File: config.mk
export PLATFORM = sky130hd
export DESIGN_NAME = score_sequencer
export DESIGN_NICKNAME = d
export VERILOG_FILES = /design/src/rtl/score_sequencer.sv
export SDC_FILE = /design/constraint.sdc
export NUM_CORES = 1
export LEC_CHECK = 0
export BUFFER_PORTS_ARGS = -buffer_cell sky130_fd_sc_hd__buf_2
export CORE_MARGIN = 3
export CORE_UTILIZATION = 51
export CTS_CLUSTER_DIAMETER = 60
export DETAILED_ROUTE_END_ITERATION = 8
export PLACE_DENSITY = 0.79
export SYNTH_ARGS = -nofsm -noshare
export SYNTH_HDL_FRONTEND = slang
export SYNTH_SLANG_ARGS = --single-unit
export TNS_END_PERCENT = 30
File: constraint.sdc
create_clock -name clk -period 4.67 [get_ports clk]
set_input_delay 0.467 -clock clk [delete_from_list [all_inputs] [get_ports clk]]
set_output_delay 0.467 -clock clk [all_outputs]
set_load 0.02 [all_outputs]
File: src/rtl/score_sequencer.sv
`default_nettype none
// ============================================================================
// Module      : score_sequencer
// Description : Multi-channel score player. Fetches 16-bit command words from
//               a synchronous score ROM (one cycle read latency), interprets
//               tempo/volume/voice/note/rest/end commands and drives
//               per-channel note, volume, voice and gate registers.
// Revision    : 1.0 - initial release
// ============================================================================
module score_sequencer #(
  parameter int               ADDR_W  = 13,
  parameter int               NCH     = 4,
  parameter int               DIV_W   = 16,
  parameter logic [DIV_W-1:0] DEF_DIV = DIV_W'(50000)
) (
  input  logic              clk,
  input  logic              asyncrst,
  input  logic              start,
  input  logic              stop,
  input  logic              loop_en,
  output logic [ADDR_W-1:0] rom_addr,
  input  logic [15:0]       rom_data,
  output logic              busy,
  output logic              done,
  output logic              err,
  output logic [NCH-1:0]    gate,
  output logic [NCH*8-1:0]  note,
  output logic [NCH*8-1:0]  vol,
  output logic [NCH*8-1:0]  voice
);

  localparam logic [2:0] S_IDLE     = 3'd0;
  localparam logic [2:0] S_ADDR     = 3'd1;
  localparam logic [2:0] S_DATA     = 3'd2;
  localparam logic [2:0] S_ARG_ADDR = 3'd3;
  localparam logic [2:0] S_ARG_DATA = 3'd4;
  localparam logic [2:0] S_WAIT     = 3'd5;
  localparam logic [2:0] S_END      = 3'd6;

  localparam logic [3:0] OP_NOP   = 4'h0;
  localparam logic [3:0] OP_TEMPO = 4'h1;
  localparam logic [3:0] OP_VOL   = 4'h2;
  localparam logic [3:0] OP_VOICE = 4'h3;
  localparam logic [3:0] OP_NOTEW = 4'h4;
  localparam logic [3:0] OP_NOTE  = 4'h5;
  localparam logic [3:0] OP_REST  = 4'h6;
  localparam logic [3:0] OP_END   = 4'hF;

  // channel field compared in 5 bits so NCH=16 needs no special case
  localparam logic [4:0] NCH_LIM = 5'(NCH);

  logic [2:0]       state;
  logic [3:0]       op_q;      // opcode of a two-word command awaiting its argument
  logic [DIV_W-1:0] tick_div;
  logic [DIV_W-1:0] presc;
  logic [15:0]      remain;    // ticks still to wait

  logic [3:0]       op;
  logic [3:0]       ch;
  logic [7:0]       arg;
  logic             ch_ok;
  logic             in_data;
  logic             op_writes;
  logic             op_bad;
  logic             tick;
  logic             wait_exit;
  logic             gate_clr;
  logic [DIV_W-1:0] tempo_val;

  // Command word decode and shared gate/tick conditions
  always_comb begin
    op        = rom_data[15:12];
    ch        = rom_data[11:8];
    arg       = rom_data[7:0];
    ch_ok     = ({1'b0, ch} < NCH_LIM);
    in_data   = (state == S_DATA) && !stop;
    op_writes = (op == OP_VOL) || (op == OP_VOICE) || (op == OP_NOTEW) || (op == OP_NOTE);
    op_bad    = (op >= 4'h7) && (op <= 4'hE);
    tick      = (presc == tick_div - DIV_W'(1));
    wait_exit = (state == S_WAIT) && tick && (remain == 16'd1);
    gate_clr  = stop || ((state == S_IDLE) && start) || (state == S_END) ||
                wait_exit || (in_data && (op == OP_REST));
    tempo_val = DIV_W'(rom_data);
  end

  // Sequencer FSM: fetch, argument fetch, tick wait and end handling
  always_ff @(posedge clk or posedge asyncrst) begin
    if (asyncrst) begin
      state    <= S_IDLE;
      rom_addr <= '0;
      busy     <= 1'b0;
      done     <= 1'b0;
      err      <= 1'b0;
      tick_div <= DEF_DIV;
      presc    <= '0;
      remain   <= '0;
      op_q     <= OP_NOP;
    end else begin
      done <= 1'b0;
      if (stop) begin
        state <= S_IDLE;
        busy  <= 1'b0;
      end else begin
        case (state)
          S_IDLE: begin
            if (start) begin
              rom_addr <= '0;
              busy     <= 1'b1;
              err      <= 1'b0;
              state    <= S_ADDR;
            end
          end
          S_ADDR: state <= S_DATA;
          S_DATA: begin
            op_q <= op;
            if (op_bad || (op_writes && !ch_ok))
              err <= 1'b1;
            if (op == OP_END) begin
              state <= S_END;
            end else if ((op == OP_TEMPO) || (op == OP_NOTEW) || (op == OP_REST)) begin
              rom_addr <= rom_addr + ADDR_W'(1);
              state    <= S_ARG_ADDR;
            end else begin
              rom_addr <= rom_addr + ADDR_W'(1);
              state    <= S_ADDR;
            end
          end
          S_ARG_ADDR: state <= S_ARG_DATA;
          S_ARG_DATA: begin
            if (op_q == OP_TEMPO) begin
              tick_div <= (tempo_val == '0) ? DIV_W'(1) : tempo_val;
              rom_addr <= rom_addr + ADDR_W'(1);
              state    <= S_ADDR;
            end else if (rom_data == 16'd0) begin
              // zero duration: no wait, gates left as they are
              rom_addr <= rom_addr + ADDR_W'(1);
              state    <= S_ADDR;
            end else begin
              // the next address is issued only when the wait ends
              presc  <= '0;
              remain <= rom_data;
              state  <= S_WAIT;
            end
          end
          S_WAIT: begin
            if (tick) begin
              presc <= '0;
              if (remain == 16'd1) begin
                rom_addr <= rom_addr + ADDR_W'(1);
                state    <= S_ADDR;
              end else begin
                remain <= remain - 16'd1;
              end
            end else begin
              presc <= presc + DIV_W'(1);
            end
          end
          S_END: begin
            if (loop_en) begin
              rom_addr <= '0;
              state    <= S_ADDR;
            end else begin
              done  <= 1'b1;
              busy  <= 1'b0;
              state <= S_IDLE;
            end
          end
          default: state <= S_IDLE;
        endcase
      end
    end
  end

  generate
    for (genvar c = 0; c < NCH; c++) begin : g_ch
      logic       sel;
      logic [7:0] note_r;
      logic [7:0] vol_r;
      logic [7:0] voice_r;
      logic       gate_r;

      assign sel                = in_data && (ch == 4'(c));
      assign note[8*c +: 8]     = note_r;
      assign vol[8*c +: 8]      = vol_r;
      assign voice[8*c +: 8]    = voice_r;
      assign gate[c]            = gate_r;

      // Per-channel registers; clearing all gates wins over a new note
      always_ff @(posedge clk or posedge asyncrst) begin
        if (asyncrst) begin
          note_r  <= 8'd0;
          vol_r   <= 8'd0;
          voice_r <= 8'd0;
          gate_r  <= 1'b0;
        end else begin
          if (sel && (op == OP_VOL))
            vol_r <= arg;
          if (sel && (op == OP_VOICE))
            voice_r <= arg;
          if (sel && ((op == OP_NOTEW) || (op == OP_NOTE)))
            note_r <= arg;
          if (gate_clr)
            gate_r <= 1'b0;
          else if (sel && ((op == OP_NOTEW) || (op == OP_NOTE)))
            gate_r <= 1'b1;
        end
      end
    end
  endgenerate

endmodule
`default_nettype wire

==> impl_results.md <==
- Setup Viol. Count Final: 0
- TritonCTS Buffers: 17
- Setup Skew: around 0.012 ns
- Via count: roughly 6,600
- DRT antenna net count: 0
- Main synth FF type: dfrtp_1
- Final Hold Viols: 0
- Dpl hpwl: roughly 15 mm
- Via/cell ratio: around 5.9
- IO Count: between 100 and 150
- Area contributors post-synth: dfrtp_1 (49%), mux2_2 (15%), nor2_1 (3.0%)
- DP Cell Count: between 1,000 and 1,500
- Routed wire per std cell: between 15 and 20 um
- Rows: 46
- Status: complete, no violations
- Placed Area: just over 9000 um2
- FF+latch count, synth: around 170
- Async set-reset flop share out of synthesis: between 90% and 100%
- First drt pass iteration count: 5
- Post-Syn Area: around 8500 um2
- Crit. End Element: register
- Core area: between 15,000 and 20,000 um2
- Clk sink count: approximately 170
- Max Fclk: around 260 MHz
- Main combinational cell family by area after synthesis: multiplexers
- Worst Path Arrival: 4.13 ns
- Warnings, synthesis: 0
- Hold Crit Depth: 2
- Cells resized by post-CTS repair: 0
- Top-area cell type share of the netlist area: ~50%
- Nets: ~910
- Critical path class: register to register
- WP data required: 5.00 ns
- DR iter-0 viols: between 600 and 700
- Post-synthesis cell type count: 68
- Static leakage: 4.913 nW
- Max Cap Viol: 0
- Hold WC Path Type: input pin to register
- Filler cell count: approximately 1,300
- Worst-Skew Late Latency: approximately 0.44 ns
- Unrepaired setup endpoints after global routing: no
- EDFF count, synth: 0
- Fin cells: between 1,000 and 1,500
- Cell Pwr Density: ~360 nW/um2
- Max Slew Vio Count: 0
- Syn_area_per_cell: 11.01 um2
- Global route overflow: 0
- Post-Synth Simple-Gate Area: 15.60%
- Final Power: 3.599 mW
- First-pass GRT wire length: 35.23 mm
- Worst-margin pin slew: around 0.96 ns
- Seq/Total Area, Yosys: between 50% and 60%
- Total Routing Usage GR: between 20 and 25%
- Starting Density: a little over half
- Largest net degree at the start of global routing: roughly 170
- Worst-path clk slew: about 0.070 ns
- Final instance area: just under 10,000 um2
- Vias in the first global route: between 6,000 and 7,000
- Mux contribution to synthesized area: 15.72%
- Die footprint: ~18,000 um2
- Initial antenna violation count: 0
- Htree depth: 4
- Post-synth top area cell: dfrtp_1
- Die width: 135.0 um
- Crit Path Max Fanout: 11
- Diode count: 0
- CTS Hold Bufs: 0
- CTS tree: built
- Clock Tree Root: clkbuf_16
- Depth of the worst register-to-register path: 8
- Final GP Congestion: around 0.86
- Cell with the most instances after synthesis: dfrtp_1
- Post-synth top cells: dfrtp_1 (165), mux2_2 (115), nor2_1 (67)
- Syn nets: between 700 and 800
- Startpoint types: register
- Clock tree buffer depth: 2
- Adder-Cell Fraction of Synth Area: 0.7367%
- Die Height: around 140 um
- Share of layout cells above drive strength 1: between 30% and 40%
- Final worst path period need: roughly 3.8 ns
- Port Buffers: roughly 140
- Synth Area in Compound Gates: between 10% and 20%
- Period utilisation layout: 81.41%
- Max-slew headroom: 36.12%
- Setup TNS: 0 ns
- Post-Route WL: 21.89 mm
- Post-CTS setup buffers: 0
- Synthesis-to-layout area growth: 16.18%
- DR DRC count: 0
- Cells after Synth: 771
- VDD IR max: 293.3 uV
- Synth Area in XOR/XNOR: roughly 3.6%
[power breakdown]
part,internal (mW),switching (mW),total (mW),leakage [nW]
clock network,0.763,0.631,1.39,0.272
logic,0.213,0.330,0.544,2.33
registers,1.58,0.0864,1.66,2.31
[metrics by stage]
stage	util [%]	hold slack, ns	setup WS, ns
3_5_place_dp	57.68	0.4809	0.8786
5_1_grt	61.22	0.2243	0.7054
3_3_place_gp	57.68	0.4724	0.9110
2_1_floorplan	-	0.4653	1.111
6_report	61.22	0.2259	0.8683
4_1_cts	61.22	0.2147	0.8502
[cells by family (layout without fill, tap and decap cells)]
group / after synthesis / after routing
AOI/OAI and AO/OA: 128 / 128
xor gates and xnor gates: 35 / 35
adders and majority gates: 5 / 5
buffers and inverters: 67 / 196
DFF: 171 / 171
muxes: 119 / 119
and+or+nand+nor: 246 / 246
[state kept, by name, indices dropped and copies added, names as in the netlist, 3 cells and up]
name	flops
g_ch.gate_r	4
g_ch.note_r	32
g_ch.voice_r	32
g_ch.vol_r	32
op_q	4
presc	16
remain	16
rom_addr	13
state	3
tick_div	16
[final timing paths]
kind,start,end,slack (ns)
setup / recovery,tick_div[3],rom_addr[11],0.87
hold / removal,loop_en,done,0.23
setup reg to reg,tick_div[3],rom_addr[11],0.87
hold reg to reg,g_ch[1].gate_r,g_ch[1].gate_r,0.50
max in group asynchronous,asyncrst,op_q[3],3.68
min in group asynchronous,asyncrst,g_ch[3].vol_r[3],0.24
[layout by cell type, fill, tap and decap left out, types with 5 or more instances in the layout]
cell type  synthesis  layout
a211oi_1           5       5
a21oi_1           30      30
a31oi_1            7       7
and3_1             9       9
buf_2              0     136
buf_4              4       5
clkbuf_16          0      17
dfrtp_1          165     165
dfstp_2            6       6
ha_1               5       5
inv_1             22      21
inv_6              0       5
mux2_2           115     115
nand2_1           36      36
nand2b_1           7       7
nand3_1           27      27
nand3b_1           6       6
nand4_1            9       9
nor2_1            67      67
nor3_1            21      21
nor3b_1            5       5
nor4_1            11      11
o211ai_1           5       5
o21a_1            11      11
o21ai_0           20      20
o2bb2ai_1          5       5
o41ai_1            5       5
or3_1             14      14
or4_1              7       7
xnor2_1           20      20
xor2_1            15      15
[worst max-delay path, stage by stage, from the launching register on]
cell and delay, ns:
dfrtp_1 0.46, or4_4 0.63, or3_4 0.42, or4_1 0.40
a221o_1 0.39, or2_4 0.28, nor4_4 0.48, o21bai_2 0.29
o41ai_2 0.35
[area by class of cell]
type                            count  area (um2)  share of cell area (%)
Clock buffer                       20       446.7                   4.528
Tap cell                          216       270.3                   2.739
Clock inverter                     12       123.9                   1.256
Inverter                           22       86.33                  0.8751
Multi-Input combinational cell    533        3914                   39.67
Sequential cell                   171        4287                   43.45
Timing Repair Buffer              142       738.2                   7.483
[routing by layer]
layer / up-vias / global-route usage, % / wire [um] / share of wire [%]
met5: - / 0 / 0 / 0
li1: 3038 / - / - / -
met4: 0 / 7.447 / 387 / 1.8
met2: 266 / 38.69 / 10250 / 47
met1: 3223 / 32.84 / 9222 / 42
met3: 36 / 8.197 / 2025 / 9.3
No activity file was read; power rests on OpenSTA's default activity.
